## src/rtl/mips_pkg.sv

```systemverilog
// mips_pkg: shared constants for the micro-MIPS multicycle control unit.
// Holds the opcode and funct encodings, ALU control codes, the ALU-op class
// handed to the ALU decoder, the datapath mux select codes and the FSM state
// encoding.
package mips_pkg;

    // Instruction opcodes, instr[31:26]
    localparam logic [5:0] OP_RTYPE = 6'h00;
    localparam logic [5:0] OP_J     = 6'h02;
    localparam logic [5:0] OP_BEQ   = 6'h04;
    localparam logic [5:0] OP_ADDI  = 6'h08;
    localparam logic [5:0] OP_LW    = 6'h23;
    localparam logic [5:0] OP_SW    = 6'h2B;

    // R-type funct codes, instr[5:0]
    localparam logic [5:0] FN_ADD = 6'h20;
    localparam logic [5:0] FN_SUB = 6'h22;
    localparam logic [5:0] FN_AND = 6'h24;
    localparam logic [5:0] FN_OR  = 6'h25;
    localparam logic [5:0] FN_SLT = 6'h2A;

    // ALU control codes
    localparam logic [2:0] ALUC_ADD = 3'b010;
    localparam logic [2:0] ALUC_SUB = 3'b110;
    localparam logic [2:0] ALUC_AND = 3'b000;
    localparam logic [2:0] ALUC_OR  = 3'b001;
    localparam logic [2:0] ALUC_SLT = 3'b111;

    // ALU operation class passed from the FSM to the ALU decoder
    localparam logic [1:0] ALUOP_ADD   = 2'b00;
    localparam logic [1:0] ALUOP_SUB   = 2'b01;
    localparam logic [1:0] ALUOP_FUNCT = 2'b10;

    // Datapath mux select codes
    localparam logic       SRCA_PC      = 1'b0;
    localparam logic       SRCA_REG     = 1'b1;
    localparam logic [1:0] SRCB_REG     = 2'b00;
    localparam logic [1:0] SRCB_FOUR    = 2'b01;
    localparam logic [1:0] SRCB_IMM     = 2'b10;
    localparam logic [1:0] SRCB_IMM_SH2 = 2'b11;
    localparam logic [1:0] PCSRC_ALU    = 2'b00;
    localparam logic [1:0] PCSRC_ALUOUT = 2'b01;
    localparam logic [1:0] PCSRC_JUMP   = 2'b10;

    // FSM state encoding; codes 12-15 are unused
    typedef enum logic [3:0] {
        S_FETCH  = 4'd0,
        S_DECODE = 4'd1,
        S_MEMADR = 4'd2,
        S_MEMRD  = 4'd3,
        S_MEMWB  = 4'd4,
        S_MEMWR  = 4'd5,
        S_EXEC   = 4'd6,
        S_ALUWB  = 4'd7,
        S_BRANCH = 4'd8,
        S_ADDIEX = 4'd9,
        S_ADDIWB = 4'd10,
        S_JUMP   = 4'd11
    } state_t;

    // True for every opcode the control unit knows how to sequence
    function automatic logic is_supported_op(input logic [5:0] op);
        return (op == OP_RTYPE) || (op == OP_J) || (op == OP_BEQ) ||
               (op == OP_ADDI) || (op == OP_LW) || (op == OP_SW);
    endfunction

endpackage

```

## src/rtl/mips_alu_decoder.sv

```systemverilog
// mips_alu_decoder: combinational ALU control decoder.
// Ports:
//   alu_op        in  2  operation class from the FSM (add / sub / use funct)
//   funct         in  6  instr[5:0]
//   alu_control   out 3  ALU operation code
//   funct_illegal out 1  funct not supported while alu_op selects funct
module mips_alu_decoder
    import mips_pkg::*;
(
    input  logic [1:0] alu_op,
    input  logic [5:0] funct,
    output logic [2:0] alu_control,
    output logic       funct_illegal
);

    // An unsupported funct falls back to add so the ALU output stays defined.
    always_comb begin
        alu_control   = ALUC_ADD;
        funct_illegal = 1'b0;
        case (alu_op)
            ALUOP_SUB: alu_control = ALUC_SUB;
            ALUOP_FUNCT: begin
                case (funct)
                    FN_ADD:  alu_control = ALUC_ADD;
                    FN_SUB:  alu_control = ALUC_SUB;
                    FN_AND:  alu_control = ALUC_AND;
                    FN_OR:   alu_control = ALUC_OR;
                    FN_SLT:  alu_control = ALUC_SLT;
                    default: funct_illegal = 1'b1;
                endcase
            end
            default: alu_control = ALUC_ADD;
        endcase
    end

endmodule

```

## src/rtl/mips_multicycle_ctrl.sv

```systemverilog
// mips_multicycle_ctrl: Moore-style multicycle control FSM for micro-MIPS
// (lw, sw, add/sub/and/or/slt, beq, addi, j).
// Optional feature macro: MIPS_CTRL_MEM_WAIT_EN adds a mem_ready input that
// stalls FETCH, MEMRD and MEMWR until memory responds.
// Ports:
//   clk, rst_n            clock (rising edge), async active-low reset
//   mem_ready             memory handshake (only with MIPS_CTRL_MEM_WAIT_EN)
//   opcode, funct         instruction fields from the instruction register
//   zero_flag             ALU zero flag, used only in BRANCH
//   alu_control           ALU operation code
//   alu_src_a, alu_src_b  ALU operand selects
//   pc_src, pc_en         PC source select and enable
//   ir_write, i_or_d      instruction register enable, memory address select
//   mem_write, reg_write  memory write strobe, register file write enable
//   reg_dst, mem_to_reg   register file destination / data selects
//   illegal_op            one-cycle pulse on unsupported opcode or funct
//   state_dbg             current state code
module mips_multicycle_ctrl
    import mips_pkg::*;
#(
    parameter int STATE_W = 4
) (
    input  logic               clk,
    input  logic               rst_n,
`ifdef MIPS_CTRL_MEM_WAIT_EN
    input  logic               mem_ready,
`endif
    input  logic [5:0]         opcode,
    input  logic [5:0]         funct,
    input  logic               zero_flag,
    output logic [2:0]         alu_control,
    output logic               alu_src_a,
    output logic [1:0]         alu_src_b,
    output logic [1:0]         pc_src,
    output logic               pc_en,
    output logic               ir_write,
    output logic               i_or_d,
    output logic               mem_write,
    output logic               reg_write,
    output logic               reg_dst,
    output logic               mem_to_reg,
    output logic               illegal_op,
    output logic [STATE_W-1:0] state_dbg
);

    state_t     state;
    state_t     next_state;
    logic       mem_go;
    logic [1:0] alu_op;
    logic       funct_illegal;
    logic       pc_write;
    logic       branch;
    logic       ir_write_raw;
    logic       mem_write_raw;
    logic       reg_write_raw;
    logic       illegal_raw;

`ifdef MIPS_CTRL_MEM_WAIT_EN
    assign mem_go = mem_ready;
`else
    assign mem_go = 1'b1;
`endif

    mips_alu_decoder u_alu_decoder (
        .alu_op        (alu_op),
        .funct         (funct),
        .alu_control   (alu_control),
        .funct_illegal (funct_illegal)
    );

    always_ff @(posedge clk or negedge rst_n) begin
        if (!rst_n) begin
            state <= S_FETCH;
        end else begin
            state <= next_state;
        end
    end

    // Unused state codes fall through the default back to FETCH.
    always_comb begin
        next_state = S_FETCH;
        case (state)
            S_FETCH:  next_state = mem_go ? S_DECODE : S_FETCH;
            S_DECODE: begin
                case (opcode)
                    OP_LW, OP_SW: next_state = S_MEMADR;
                    OP_RTYPE:     next_state = S_EXEC;
                    OP_BEQ:       next_state = S_BRANCH;
                    OP_ADDI:      next_state = S_ADDIEX;
                    OP_J:         next_state = S_JUMP;
                    default:      next_state = S_FETCH;
                endcase
            end
            S_MEMADR: next_state = (opcode == OP_LW) ? S_MEMRD : S_MEMWR;
            S_MEMRD:  next_state = mem_go ? S_MEMWB : S_MEMRD;
            S_MEMWB:  next_state = S_FETCH;
            S_MEMWR:  next_state = mem_go ? S_FETCH : S_MEMWR;
            S_EXEC:   next_state = funct_illegal ? S_FETCH : S_ALUWB;
            S_ALUWB:  next_state = S_FETCH;
            S_BRANCH: next_state = S_FETCH;
            S_ADDIEX: next_state = S_ADDIWB;
            S_ADDIWB: next_state = S_FETCH;
            S_JUMP:   next_state = S_FETCH;
            default:  next_state = S_FETCH;
        endcase
    end

    // FETCH only commits the instruction and PC update once memory responds.
    always_comb begin
        alu_op        = ALUOP_ADD;
        alu_src_a     = SRCA_PC;
        alu_src_b     = SRCB_REG;
        pc_src        = PCSRC_ALU;
        pc_write      = 1'b0;
        branch        = 1'b0;
        ir_write_raw  = 1'b0;
        i_or_d        = 1'b0;
        mem_write_raw = 1'b0;
        reg_write_raw = 1'b0;
        reg_dst       = 1'b0;
        mem_to_reg    = 1'b0;
        illegal_raw   = 1'b0;
        case (state)
            S_FETCH: begin
                alu_src_b    = SRCB_FOUR;
                ir_write_raw = mem_go;
                pc_write     = mem_go;
            end
            S_DECODE: begin
                alu_src_b   = SRCB_IMM_SH2;
                illegal_raw = !is_supported_op(opcode);
            end
            S_MEMADR: begin
                alu_src_a = SRCA_REG;
                alu_src_b = SRCB_IMM;
            end
            S_MEMRD: i_or_d = 1'b1;
            S_MEMWB: begin
                mem_to_reg    = 1'b1;
                reg_write_raw = 1'b1;
            end
            S_MEMWR: begin
                i_or_d        = 1'b1;
                mem_write_raw = 1'b1;
            end
            S_EXEC: begin
                alu_src_a   = SRCA_REG;
                alu_op      = ALUOP_FUNCT;
                illegal_raw = funct_illegal;
            end
            S_ALUWB: begin
                reg_dst       = 1'b1;
                reg_write_raw = 1'b1;
            end
            S_BRANCH: begin
                alu_src_a = SRCA_REG;
                alu_op    = ALUOP_SUB;
                pc_src    = PCSRC_ALUOUT;
                branch    = 1'b1;
            end
            S_ADDIEX: begin
                alu_src_a = SRCA_REG;
                alu_src_b = SRCB_IMM;
            end
            S_ADDIWB: reg_write_raw = 1'b1;
            S_JUMP: begin
                pc_src   = PCSRC_JUMP;
                pc_write = 1'b1;
            end
            default: ;
        endcase
    end

    // Enables are gated by rst_n so nothing writes while reset is held.
    assign pc_en      = rst_n & (pc_write | (branch & zero_flag));
    assign ir_write   = rst_n & ir_write_raw;
    assign mem_write  = rst_n & mem_write_raw;
    assign reg_write  = rst_n & reg_write_raw;
    assign illegal_op = rst_n & illegal_raw;
    assign state_dbg  = STATE_W'(state);

endmodule

```

## config.mk

```make
export PLATFORM = sky130hd
export DESIGN_NAME = mips_multicycle_ctrl
export DESIGN_NICKNAME = d
export VERILOG_FILES = /design/src/rtl/mips_pkg.sv /design/src/rtl/mips_alu_decoder.sv /design/src/rtl/mips_multicycle_ctrl.sv
export SDC_FILE = /design/constraint.sdc
export NUM_CORES = 1
export LEC_CHECK = 0
export CORE_MARGIN = 1
export CORE_UTILIZATION = 38
export DETAILED_ROUTE_END_ITERATION = 8
export PLACE_DENSITY = 0.83
export SYNTH_ARGS = -nofsm -noshare
export SYNTH_HDL_FRONTEND = slang
export SYNTH_SLANG_ARGS = --single-unit
export TNS_END_PERCENT = 20
```

## constraint.sdc

```tcl
create_clock -name clk -period 3.25 [get_ports clk]
set_input_delay 0.65 -clock clk [delete_from_list [all_inputs] [get_ports clk]]
set_output_delay 0.65 -clock clk [all_outputs]
set_load 0.1 [all_outputs]
```

==> summary.md <==
| Metric | Value |
|---|---|
| Hold/Removal Path Class | `flip-flop to flip-flop` |
| Status | `finished, final reports clean` |
| Leading cell type in the layout, fill and taps excluded | `clkdlybuf4s50_1` |
| Largest net degree at the start of global routing | `16` |
| Ys Warns | `0` |
| Vias in the first global route | `613` |
| WHS Path Cells | `1` |
| Synth cell types | `34` |
| Max reg flops | `4` |
| Routed WL | `1.688 mm` |
| Biggest area consumer among synthesized cells | `dfrtp_1` |
| Reg2Reg Launch Point | `state_dbg[1]$_DFF_PN0_` |
| P&R area growth vs syn | `86.13%` |
| Tmin final | `3.000 ns` |
| Clock Root Buffer | `clkbuf_4` |
| Design area | `1041 um^2` |
| Drt first pass iters | `4` |
| Total gr overflow | `0` |
| Avg Inst Size Synth | `6.991 um^2` |
| Highest Clock Rate | `333.3 MHz` |
| Setup TNS | `0 ns` |
| Element type at the critical path end | `output port` |
| DRT antenna net count | `0` |
| HP Start | `state_dbg[2]$_DFF_PN0_` |
| Worst-Skew Late Latency | `0.23 ns` |
| Seq/Total Area, Yosys | `17.90%` |
| Critical Path RT | `2.60 ns` |
| IO Port Bufs | `34` |
| GPL Wtd Cong | `0.8127` |
| Layout cell share with drive strength beyond 1 | `31.30%` |
| Sink Count | `4` |
| Area contributors post-synth | `dfrtp_1 18%, nor2_1 7.4%, nand2b_1 5.6%` |
| Nets | `133` |
| CTS tree | `built` |
| Post-synth EDFFs | `0` |
| Hold WS | `0.6143 ns` |
| Top cell type's share of synthesized area | `17.90%` |
| Critical Path Start | `opcode[3]` |
| TritonCTS Buffers | `3` |
| Top Ports | `35` |
| Pins Over Slew Limit | `0` |
| WP data arrival | `2.35 ns` |
| Post-route DRC | `0` |
| CTS max path bufs | `2` |
| Wirelength per Cell | `12.98 um` |
| Die area | `1629 um^2` |
| Period utilisation layout | `92.32%` |
| Final Hold Viols | `0` |
| Post-synthesis cell count | `80` |
| Die Wd | `40.37 um` |
| Hold EP | `state_dbg[2]$_DFF_PN0_` |
| Die Span Y | `40.37 um` |
| Sequential Area | `102.6 um^2` |
| Leakage power | `0.4194 nW` |
| Ys flop type | `dfrtp_1` |
| Setup Viol. Count Final | `0` |
| Worst vdd ir | `0.4026 mV` |
| Dpl cell area | `1015 um^2` |
| CTS clk-pin slew, worst paths | `0.04 ns` |
| RSZ-0062 raised after global routing | `false` |
| Gr usage total | `23.52%` |
| FF-to-FF path depth | `6` |
| H-tree lvl count | `1` |
| Ys async rst share | `100.0%` |
| Initial DRC count | `14` |
| Core area | `1334 um^2` |
| Slew @ Worst Pin | `0.4743 ns` |
| Setup CP Type | `primary input to output port` |
| Max_slew headroom | `68.19%` |
| R2R Path End | `state_dbg[2]$_DFF_PN0_` |
| Vias/cell | `5.485` |
| Reg2reg setup slack | `1.36 ns` |
| Setup bufs post-CTS | `0` |
| Pwr Density | `694.7 nW/um^2` |
| Initial core utilization | `41.93%` |
| Area occupied by multi-input gates | `480.5 um^2` |
| Max-cap violations | `0` |
| DP HPWL | `1.432 mm` |
| CP Max Fanout | `5` |
| Power, Total | `0.0007231 W` |
| Flops & latches, synth | `4` |
| Critical path launch point type | `primary input` |
| # fillers | `107` |
| Syn nets | `97` |
| CTS resizes | `0` |
| Most frequent cells in the layout | `14 x clkdlybuf4s50_1, 13 x buf_4, 9 x nor2_1, 8 x buf_12, 7 x nand2_1` |
| First-pass GRT wire length | `2.580 mm` |
| Layout Skew | `0.002570 ns` |
| ANT cells | `0` |
| Netlist Area Pre-Place | `559.3 um^2` |
| Hold_buf cts | `0` |
| Via Count | `713` |
| Num rows | `13` |
| Initial antenna violation count | `0` |
-- cell type report --
cell class | count | area share (%)
timing repair buffer | 35 | 38.22
sequential | 4 | 9.856
inverter | 4 | 1.442
clock buffer | 4 | 2.524
multi-input combinational | 68 | 46.15
tap | 15 | 1.803
-- how the worst max path moves through the flow --
stage / cells past startpoint / end
after global placement: 5 / illegal_op
after detailed placement: 5 / illegal_op
after floorplan: 5 / pc_en
after CTS: 5 / illegal_op
final: 5 / illegal_op
after global routing: 5 / illegal_op
-- routing by layer --
layer,GRT usage [%],wire length [um]
met2,42.86,886
met4,3.333,0
met1,26.97,695
met3,7.222,106
met5,0,0
-- synthesized netlist by cell type (2+ instances only) --
library cell	instances
clkbuf_1	2
or3_1	2
a21oi_1	4
buf_2	2
nor3b_1	3
dfrtp_1	4
mux2i_1	2
inv_1	4
o21ai_1	2
nand2_1	7
or4_1	2
nand2b_1	5
nor2_1	11
xnor2_1	2
o41ai_1	2
nor3_1	6
ha_1	2
o21a_1	2
-- power breakdown --
part	leakage [nW]	switching [W]	internal (W)
Clock	0.0150	0.0000210	0.0000461
Sequential	0.0499	0.0000370	0.0000607
Combinational	0.355	0.000400	0.000159
Total	0.419	0.000458	0.000265
-- metrics by stage --
stage | utilization [%] | worst slack, ns | std cells
floorplan | - | -0.6943 | 80
global placement | 76.08 | 0.3382 | 126
detailed placement | 76.08 | 0.2591 | 126
CTS | 78.05 | 0.2502 | 130
global route | 78.05 | 0.1752 | 130
finish | 78.05 | 0.2496 | 130
-- cell families after synthesis --
family	after synthesis	share of synthesized area, %
AND/OR/NAND/NOR	42	39.15
multiplexers	3	5.593
adder cells (fa/ha/maj)	2	4.474
XOR/XNOR	3	4.699
AO/OA/AOI/OAI	18	22.37
buffers and inverters	8	5.816
flip-flops	4	17.90
-- critical path: stages --
cell and delay, ns:
clkdlybuf4s50_1 0.49, or3_1 0.38, a211oi_1 0.46, o32ai_4 0.17, buf_12 0.20
No activity file was read; power rests on OpenSTA's default activity.
